$ cat src/rtl/bnn_pkg.sv
// Shared widths and state encoding for the binary-neuron evaluation stage.
package bnn_pkg;

   localparam int ACT_W   = 16;
   localparam int BATCH_W = 6;
   localparam int ACC_W   = 11;

   typedef enum logic [1:0] {
      IDLE  = 2'd0,
      ACCUM = 2'd1,
      DONE  = 2'd2
   } xpu_state_t;

endpackage

$ cat src/rtl/xnor_popcount_unit_popcount16.sv
// Combinational 16-bit population count built as a balanced adder tree.
module popcount16 (
   input  logic [15:0] data_i,
   output logic [4:0]  count_o
);

   logic [1:0] lvl1 [8];
   logic [2:0] lvl2 [4];
   logic [3:0] lvl3 [2];

   genvar gi;
   generate
      for (gi = 0; gi < 8; gi++) begin : g_lvl1
         assign lvl1[gi] = {1'b0, data_i[2*gi]} + {1'b0, data_i[2*gi+1]};
      end
      for (gi = 0; gi < 4; gi++) begin : g_lvl2
         assign lvl2[gi] = {1'b0, lvl1[2*gi]} + {1'b0, lvl1[2*gi+1]};
      end
      for (gi = 0; gi < 2; gi++) begin : g_lvl3
         assign lvl3[gi] = {1'b0, lvl2[2*gi]} + {1'b0, lvl2[2*gi+1]};
      end
   endgenerate

   assign count_o = {1'b0, lvl3[0]} + {1'b0, lvl3[1]};

endmodule

$ cat src/rtl/xnor_popcount_unit.sv
// XNOR-popcount neuron: accumulate over batch+1 beats, threshold, pack 16 bits.
// Define XNOR_POPCOUNT_PIPE_EN to register the popcount before the accumulator.
module xnor_popcount_unit #(
   parameter int ACT_W = bnn_pkg::ACT_W,
   parameter int ACC_W = bnn_pkg::ACC_W
) (
   input  logic                        clk,
   input  logic                        resetn,
   input  logic                        start,
   input  logic [bnn_pkg::BATCH_W-1:0] batch,
   input  logic [ACC_W-1:0]            threshold,
   input  logic [ACT_W-1:0]            activation_in,
   input  logic                        activation_in_valid,
   input  logic [ACT_W-1:0]            weight_in,
   input  logic                        flush,
   output logic                        busy,
   output logic                        neuron_out,
   output logic                        neuron_out_valid,
   output logic [ACC_W-1:0]            acc_out,
   output logic [15:0]                 out_word,
   output logic                        out_word_valid
);

   import bnn_pkg::*;

   xpu_state_t         state_q;
   logic [BATCH_W-1:0] batch_q, cnt_q;
   logic [ACC_W-1:0]   thr_q, acc_q, acc_out_q;
   logic [3:0]         idx_q;
   logic [15:0]        pack_q, out_word_q;
   logic               nout_q, nvalid_q, wvalid_q;

   logic [ACT_W-1:0]   xnor_w;
   logic [4:0]         pc;
   logic [4:0]         acc_add;
   logic               beat, to_done;
   logic [ACC_W-1:0]   acc_d;
   logic               fire_bit;
   logic [15:0]        pack_d;

   assign xnor_w = ~(activation_in ^ weight_in);

   popcount16 u_popcount (
      .data_i  (xnor_w),
      .count_o (pc)
   );

`ifdef XNOR_POPCOUNT_PIPE_EN
   logic [4:0] pc_q;
   logic       pv_q, pl_q;

   // Once the last beat is in flight, further beats must not enter the pipe.
   assign beat    = activation_in_valid && (state_q == ACCUM) && !pl_q;
   assign acc_add = pv_q ? pc_q : 5'd0;
   assign to_done = pv_q && pl_q;

   always_ff @(posedge clk or negedge resetn) begin
      if (!resetn) begin
         pc_q <= '0;
         pv_q <= 1'b0;
         pl_q <= 1'b0;
      end else begin
         pc_q <= pc;
         pv_q <= beat;
         pl_q <= beat && (cnt_q == batch_q);
      end
   end
`else
   assign beat    = activation_in_valid && (state_q == ACCUM);
   assign acc_add = beat ? pc : 5'd0;
   assign to_done = beat && (cnt_q == batch_q);
`endif

   assign acc_d    = acc_q + {{(ACC_W-5){1'b0}}, acc_add};
   assign fire_bit = (acc_q >= thr_q);
   assign pack_d   = pack_q | (16'(fire_bit) << idx_q);

   always_ff @(posedge clk or negedge resetn) begin
      if (!resetn) begin
         state_q    <= IDLE;
         batch_q    <= '0;
         cnt_q      <= '0;
         thr_q      <= '0;
         acc_q      <= '0;
         acc_out_q  <= '0;
         idx_q      <= '0;
         pack_q     <= '0;
         out_word_q <= '0;
         nout_q     <= 1'b0;
         nvalid_q   <= 1'b0;
         wvalid_q   <= 1'b0;
      end else begin
         nvalid_q <= 1'b0;
         wvalid_q <= 1'b0;

         case (state_q)
            IDLE: begin
               if (start) begin
                  batch_q <= batch;
                  thr_q   <= threshold;
                  acc_q   <= '0;
                  cnt_q   <= '0;
                  state_q <= ACCUM;
               end
            end
            ACCUM: begin
               acc_q <= acc_d;
               if (beat) cnt_q <= cnt_q + 6'd1;
               if (to_done) state_q <= DONE;
            end
            DONE: begin
               nout_q    <= fire_bit;
               nvalid_q  <= 1'b1;
               acc_out_q <= acc_q;
               state_q   <= IDLE;
            end
            default: state_q <= IDLE;
         endcase

         // A flush coinciding with a fire folds that bit in and emits once.
         if (state_q == DONE) begin
            if (flush || (idx_q == 4'd15)) begin
               out_word_q <= pack_d;
               wvalid_q   <= 1'b1;
               pack_q     <= '0;
               idx_q      <= '0;
            end else begin
               pack_q <= pack_d;
               idx_q  <= idx_q + 4'd1;
            end
         end else if (flush && (idx_q != 4'd0)) begin
            out_word_q <= pack_q;
            wvalid_q   <= 1'b1;
            pack_q     <= '0;
            idx_q      <= '0;
         end
      end
   end

   assign busy             = (state_q != IDLE);
   assign neuron_out       = nout_q;
   assign neuron_out_valid = nvalid_q;
   assign acc_out          = acc_out_q;
   assign out_word         = out_word_q;
   assign out_word_valid   = wvalid_q;

endmodule

$ cat config.mk
export PLATFORM = sky130hd
export DESIGN_NAME = xnor_popcount_unit
export DESIGN_NICKNAME = d
export VERILOG_FILES = /design/src/rtl/bnn_pkg.sv /design/src/rtl/xnor_popcount_unit_popcount16.sv /design/src/rtl/xnor_popcount_unit.sv
export SDC_FILE = /design/constraint.sdc
export NUM_CORES = 1
export LEC_CHECK = 0
export CAP_MARGIN = 20
export CORE_UTILIZATION = 53
export DETAILED_ROUTE_END_ITERATION = 7
export PLACE_DENSITY = 0.81
export RECOVER_POWER = 25
export SLEW_MARGIN = 20
export SYNTH_ARGS = -nofsm -noshare
export SYNTH_HDL_FRONTEND = slang
export SYNTH_SLANG_ARGS = --single-unit
export TNS_END_PERCENT = 10
$ cat constraint.sdc
create_clock -name clk -period 3.3 [get_ports clk]
set_clock_uncertainty 0.15 [all_clocks]
set_input_delay 0.66 -clock clk [delete_from_list [all_inputs] [get_ports clk]]
set_output_delay 0.66 -clock clk [all_outputs]
set_load 0.1 [all_outputs]
## After elaboration in Yosys (flattened, before gate mapping)

Cells that the tools add are included.

| storage, ports and cells | value |
|---|---|
| register bits | 86 |
| input port bits | 54 |
| output and inout port bits | 31 |

| cells by class | value |
|---|---|
| $add $sub $neg | 18 |
| $lt $le $gt $ge | 1 |
| eq/ne operators | 8 |
| shift operators | 1 |
| multiplexer cells | 22 |
| bitwise gates (word level) | 3 |
| reduce and logical (&&, ||, !) cells | 14 |

Operator list:

| kind | number |
|---|---|
| $mux 16 | 6 |
| $pmux 11 s2 | 1 |
| $add 1x1->2 | 8 |
| $not 16->16 | 1 |
| $or 16x16->16 | 1 |
| $shl 1x4->16 | 1 |
| $xor 16x16->16 | 1 |
| $add 2x2->3 | 4 |
| $mux 4 | 3 |
| $mux 6 | 2 |
| $pmux 6 s2 | 1 |
| $add 11x5->11 | 1 |
| $ge 11x11->1 | 1 |
| $mux 11 | 1 |
| $add 3x3->4 | 2 |
| $reduce_and 2->1 | 4 |
| $add 6x1->6 const B | 1 |
| $eq 6x6->1 | 1 |
| $ne 2x2->1 const B | 3 |
| $reduce_bool 2->1 | 3 |
| $add 4x4->5 | 1 |
| $mux 5 | 1 |
| $add 4x1->4 const B | 1 |
| $eq 4x4->1 const B | 1 |
| 11 further kinds | 17 |

## Logic depth before layout (Yosys ltp)

| depth | value |
|---|---|
| word-level depth | 9 |
| depth in mapped cells | 19 |
| depth with buffers taken out | 19 |

## By module

A second synthesis with hierarchy kept.

| unflattened totals | value |
|---|---|
| cells, all modules | 471 |
| area total of the unflattened synthesis | 4,732.0 um^2 |

Modules (own cells, without submodules):

| module | times used | cells an instance | area an instance (um^2) | seq. area each (um^2) |
|---|---|---|---|---|
| xnor_popcount_unit | 1 | 424 | 4,324.1 | 2,152.1 |
| popcount16 | 1 | 47 | 407.9 | 0.0 |

## Worst setup path after synthesis

OpenSTA, ideal clock, no wires.

| timing path | value |
|---|---|
| path kind | input-to-reg |
| start point | input port activation_in[0] |
| end point | register acc_q[8] |
| arrival | 5,095 ps |
| setup slack | -2,072 ps |
| stages | 16 |
| buffers on the path | 0 |
| cell sequence | xnor2_1 fa_1 inv_1 fa_1 fa_1 fa_1 inv_1 ha_1 fa_1 and3_1 fa_1 a21o_1 a21o_1 a21oi_1 and3b_1 mux2i_1 |

| between the ends | value |
|---|---|
| cells in the longest elaborated chain, start to end | 9 |

Ends and longest elaborated chain:

| what | line | text |
|---|---|---|
| start, declared | xnor_popcount_unit.sv:12 | `input logic [ACT_W-1:0] activation_in,` |
| $xor 16x16->16 | xnor_popcount_unit.sv:41 | `assign xnor_w = ~(activation_in ^ weight_in);` |
| $not 16->16 | xnor_popcount_unit.sv:41 |  |
| $add 1x1->2 | xnor_popcount_unit_popcount16.sv:14 | `assign lvl1[gi] = {1'b0, data_i[2*gi]} + {1'b0, data_i[2*gi+1]};` |
| $add 2x2->3 | xnor_popcount_unit_popcount16.sv:17 | `assign lvl2[gi] = {1'b0, lvl1[2*gi]} + {1'b0, lvl1[2*gi+1]};` |
| $add 3x3->4 | xnor_popcount_unit_popcount16.sv:20 | `assign lvl3[gi] = {1'b0, lvl2[2*gi]} + {1'b0, lvl2[2*gi+1]};` |
| $add 4x4->5 | xnor_popcount_unit_popcount16.sv:24 | `assign count_o = {1'b0, lvl3[0]} + {1'b0, lvl3[1]};` |
| $mux 5 | xnor_popcount_unit.sv:70 | `assign acc_add = beat ? pc : 5'd0;` |
| $add 11x5->11 | xnor_popcount_unit.sv:74 | `assign acc_d = acc_q + {{(ACC_W-5){1'b0}}, acc_add};` |
| $pmux 11 s2 | xnor_popcount_unit.sv:96 | `case (state_q)` |
| end signal, assigned | xnor_popcount_unit.sv:84 | `acc_q <= '0;` |
| end signal, assigned | xnor_popcount_unit.sv:101 | `acc_q <= '0;` |
| end signal, assigned | xnor_popcount_unit.sv:107 | `acc_q <= acc_d;` |
| end, declared | xnor_popcount_unit.sv:28 | `logic [ACC_W-1:0] thr_q, acc_q, acc_out_q;` |

Every way passes these cells.
A chain may end at the register's enable or synchronous reset.

## Worst setup path after layout

| timing path | value |
|---|---|
| start point | input port activation_in[13] |
| end point | register acc_q[8] |

Same word-level chain as after synthesis.

==> flow_metrics.env <==
export IMPL_synth_sequential_area_ratio=0.4612
export IMPL_drt_first_pass_iters=5
export IMPL_timing_critical_path_required_ns=3.38
export IMPL_fraction_of_synthesized_cell_area_taken_by_the_top_area_cell_type=0.4612
export IMPL_max_cap_violations=1
export IMPL_cts_max_level=3
export IMPL_drive_gt1_frac=0.1869
export IMPL_synth_top_family_by_area="simple AND/OR/NAND/NOR gates"
export IMPL_drt_total_wl_um=10150
export IMPL_total_standard_cell_area_after_synthesis_mm2=0.004666
export IMPL_post_route_min_period_ns=4.911
export IMPL_timing_fmax_mhz=203.6
export IMPL_design_core_area_mm2=0.008382
export IMPL_grt_setup_unrepaired="true"
export IMPL_critical_path_peak_fanout=3
export IMPL_finalWorstSetupSlack_ns=-1.611
export IMPL_ys_top_cells_by_count="sky130_fd_sc_hd__nand2_1 (99), sky130_fd_sc_hd__dfrtp_1 (86), sky130_fd_sc_hd__inv_1 (29)"
export IMPL_min_path_type="reg2reg"
export IMPL_wire_length_of_the_first_global_routing_pass_um=16910
export IMPL_grt_pass1_vias=3731
export IMPL_routed_top_layer="met4"
export IMPL_drt_first_iter_violations=161
export IMPL_layout_worst_path_cycle_share=1.488
export IMPL_slew_viol_final=87
export IMPL_io_pin_count=85
export IMPL_setup_violations=11
export IMPL_syn_inst=481
export IMPL_yosys_area_share_simple=0.1649
export IMPL_synth_adder_area_share=0.1116
export IMPL_die_x_um=95.83
export IMPL_number_of_antenna_violations_at_the_first_check_in_global_routing=0
export IMPL_fp_row_count=33
export IMPL_synth_xor_xnor_area_share=0.06007
export IMPL_tritoncts_num_buffers=9
export IMPL_clkSinkCount=86
export IMPL_synth_compound_gate_area_share=0.1148
export IMPL_clk_pin_slew_worst_paths_ns=0.08
export IMPL_post_synth_main_area_contributors="sky130_fd_sc_hd__dfrtp_1 (46%), sky130_fd_sc_hd__nand2_1 (8.0%), sky130_fd_sc_hd__ha_1 (6.4%), sky130_fd_sc_hd__fa_1 (4.7%), sky130_fd_sc_hd__mux2i_1 (3.9%)"
export IMPL_area_growth_pct=25.05
export IMPL_dp_hpwl_um=7346
export IMPL_synthFlopType="sky130_fd_sc_hd__dfrtp_1"
export IMPL_synthesis_yosys_warnings=0
export IMPL_met1_length_um=4332
export IMPL_pin_slew_with_the_least_headroom_to_its_limit_ns=2.096
export IMPL_routed_wl_met2_um=5228
export IMPL_timing_hold_ws_ns=0.3309
export IMPL_worst_skew_pair_late_latency_ns=0.36
export IMPL_port_buffer_count=84
export IMPL_finalWeightedCongestion=0.8257
export IMPL_design_area_mm2=0.005834
export IMPL_die_area_mm2=0.009182
export IMPL_post_synth_cell_area_avg_um2=9.700
export IMPL_p_leak_uw=0.002930
export IMPL_ant_nets=0
export IMPL_die_height_um=95.83
export IMPL_worst_setup_path_startpoint="activation_in[13]"
export IMPL_r2r_start="state_q[0]$_DFFE_PN0P_"
export IMPL_dr_total_vias=3707
export IMPL_postSynth_asyncResetShare=1.000
export IMPL_grt_usage=0.2388
export IMPL_final_hold_viol_count=0
export IMPL_number_of_synthesized_flops_with_an_enable_pin=0
export IMPL_overflow=0
export IMPL_relSlewSlack=-0.3970
export IMPL_wl_met3_um=430
export IMPL_root_buffer="sky130_fd_sc_hd__clkbuf_8"
export IMPL_crit_type="in2reg"
export IMPL_grt_start_max_net_pins=87
export IMPL_worstPathArrival_ns=4.99
export IMPL_synthDistinctLibCells=45
export IMPL_power_density_mw_per_mm2=805.7
export IMPL_multiplexer_fraction_of_the_synthesized_cell_area=0.04103
export IMPL_crit_path_start_kind="input pin"
export IMPL_post_dp_cell_area_mm2=0.005588
export IMPL_avgViaCountPerCell=5.428
export IMPL_synth_most_common_cell="sky130_fd_sc_hd__nand2_1"
export IMPL_insertedDiodeCount=0
export IMPL_initial_core_util=0.5567
export IMPL_power_ir_vdd_worst_mv=0.4788
export IMPL_synth_largest_area_cell="sky130_fd_sc_hd__dfrtp_1"
export IMPL_fin_nets=662
export IMPL_cts_tree="yes"
export IMPL_synth_seq_cells=86
export IMPL_mappedNetlistNets=570
export IMPL_route_detailed_wl_per_inst_um=14.87
export IMPL_worstSetupEndpointType="flop"
export IMPL_outcome="complete, but fails checks"
export IMPL_cts_buffer_depth=2
export IMPL_violations="capacitance limit, slew limit, setup timing"
export IMPL_min_delay_start="acc_out[2]$_DFFE_PN0P_"
export IMPL_remaining_drc_errors=0
-- layer usage --
metal,track usage,up-vias
li1,-,1797
met1,0.2945,1783
met2,0.4196,111
met3,0.03870,16
met4,0.09204,0
met5,0,-
-- area by class of cell --
cell class / count / area, um^2
multi-input combinational: 345 / 2416
fill: 641 / 2547
sequential: 86 / 2152
clock buffer: 12 / 145.1
inverter: 30 / 112.6
tap: 105 / 131.4
clock inverter: 4 / 56.30
timing repair buffer: 101 / 820.8
-- placed cells by master (no fill, tap or decap), types with 6 or more instances in the layout --
master                            count
sky130_fd_sc_hd__a21o_1               6
sky130_fd_sc_hd__a21oi_1             13
sky130_fd_sc_hd__a22o_1               6
sky130_fd_sc_hd__a31oi_1              7
sky130_fd_sc_hd__and3_1               7
sky130_fd_sc_hd__buf_2               13
sky130_fd_sc_hd__buf_4               48
sky130_fd_sc_hd__clkbuf_8            10
sky130_fd_sc_hd__clkdlybuf4s50_1     34
sky130_fd_sc_hd__dfrtp_1             86
sky130_fd_sc_hd__fa_1                 9
sky130_fd_sc_hd__ha_1                22
sky130_fd_sc_hd__inv_1               28
sky130_fd_sc_hd__mux2i_1             18
sky130_fd_sc_hd__nand2_1             99
sky130_fd_sc_hd__nand3_1             18
sky130_fd_sc_hd__nand4_1              8
sky130_fd_sc_hd__nor2_1              17
sky130_fd_sc_hd__o21ai_0             15
sky130_fd_sc_hd__o21ai_1             27
sky130_fd_sc_hd__xnor2_1              9
sky130_fd_sc_hd__xnor2_2              6
sky130_fd_sc_hd__xor2_1              14
-- cell families after synthesis --
| kind of cell | Yosys count |
|---|---|
| buffers and inverters | 50 |
| adder cells (fa/ha/maj) | 35 |
| flip-flops | 86 |
| multiplexers | 19 |
| AO/OA/AOI/OAI | 88 |
| AND/OR/NAND/NOR | 171 |
| XOR/XNOR | 32 |
-- sequential cells by signal (all words and copies together), names as in the netlist, 2 cells and up --
register,flops
out_word,16
pack_q,16
acc_out,11
acc_q,11
thr_q,11
batch_q,6
cnt_q,6
idx_q,4
state_q,2
-- worst paths after layout --
kind                            cells after the start  slack (ns)                        to
worst max-delay path                               17       -1.61      acc_q[8]$_DFFE_PN0P_
worst min-delay path                                2        0.33    acc_out[2]$_DFFE_PN0P_
worst max register to register                      9        0.72      acc_q[8]$_DFFE_PN0P_
worst min register to register                      2        0.33    acc_out[2]$_DFFE_PN0P_
max in group asynchronous                           1        1.02    acc_out[3]$_DFFE_PN0P_
min in group asynchronous                           1        0.75  out_word[10]$_DFFE_PN0P_
-- worst max-delay path, stage by stage --
cell and delay (ns):
sky130_fd_sc_hd__buf_2 0.11, sky130_fd_sc_hd__xnor2_2 0.14, sky130_fd_sc_hd__fa_1 0.49, sky130_fd_sc_hd__fa_1 0.49, sky130_fd_sc_hd__inv_1 0.05, sky130_fd_sc_hd__fa_1 0.54, sky130_fd_sc_hd__fa_1 0.41, sky130_fd_sc_hd__inv_1 0.07
sky130_fd_sc_hd__ha_2 0.18, sky130_fd_sc_hd__fa_2 0.43, sky130_fd_sc_hd__and3_4 0.18, sky130_fd_sc_hd__fa_2 0.35, sky130_fd_sc_hd__a21o_1 0.18, sky130_fd_sc_hd__a21o_1 0.18, sky130_fd_sc_hd__a21oi_2 0.20, sky130_fd_sc_hd__and3b_1 0.21
sky130_fd_sc_hd__mux2i_1 0.12
-- power breakdown --
part	switching, uW	total, uW	internal, uW
Sequential	191	1480	1290
Combinational	1380	2450	1080
Clock	393	769	376
Total	1960	4700	2740
-- metrics by stage --
stage               setup TNS, ns  std cells  setup slack, ns  total power (uW)  utilization
finish                     -15.17        683           -1.611              4701       0.6961
global route               -16.60        683           -1.786              5045       0.6961
CTS                        -16.34        683           -1.693              4679       0.6949
detailed placement         -23.27        664           -2.385              3775       0.6667
global placement           -22.17        664           -2.259              3664       0.6667
floorplan                  -15.74        481           -1.707              3130            -
-- repair_timing --
| action | in CTS | in global routing |
|---|---|---|
| setup buffers | 3 | 0 |
| gates resized for setup | 82 | 7 |
| hold buffers | 0 | 0 |
| setup endpoints to repair | 11 | 11 |
| pin swaps | 21 | 15 |
No activity file was read; power rests on OpenSTA's default activity.
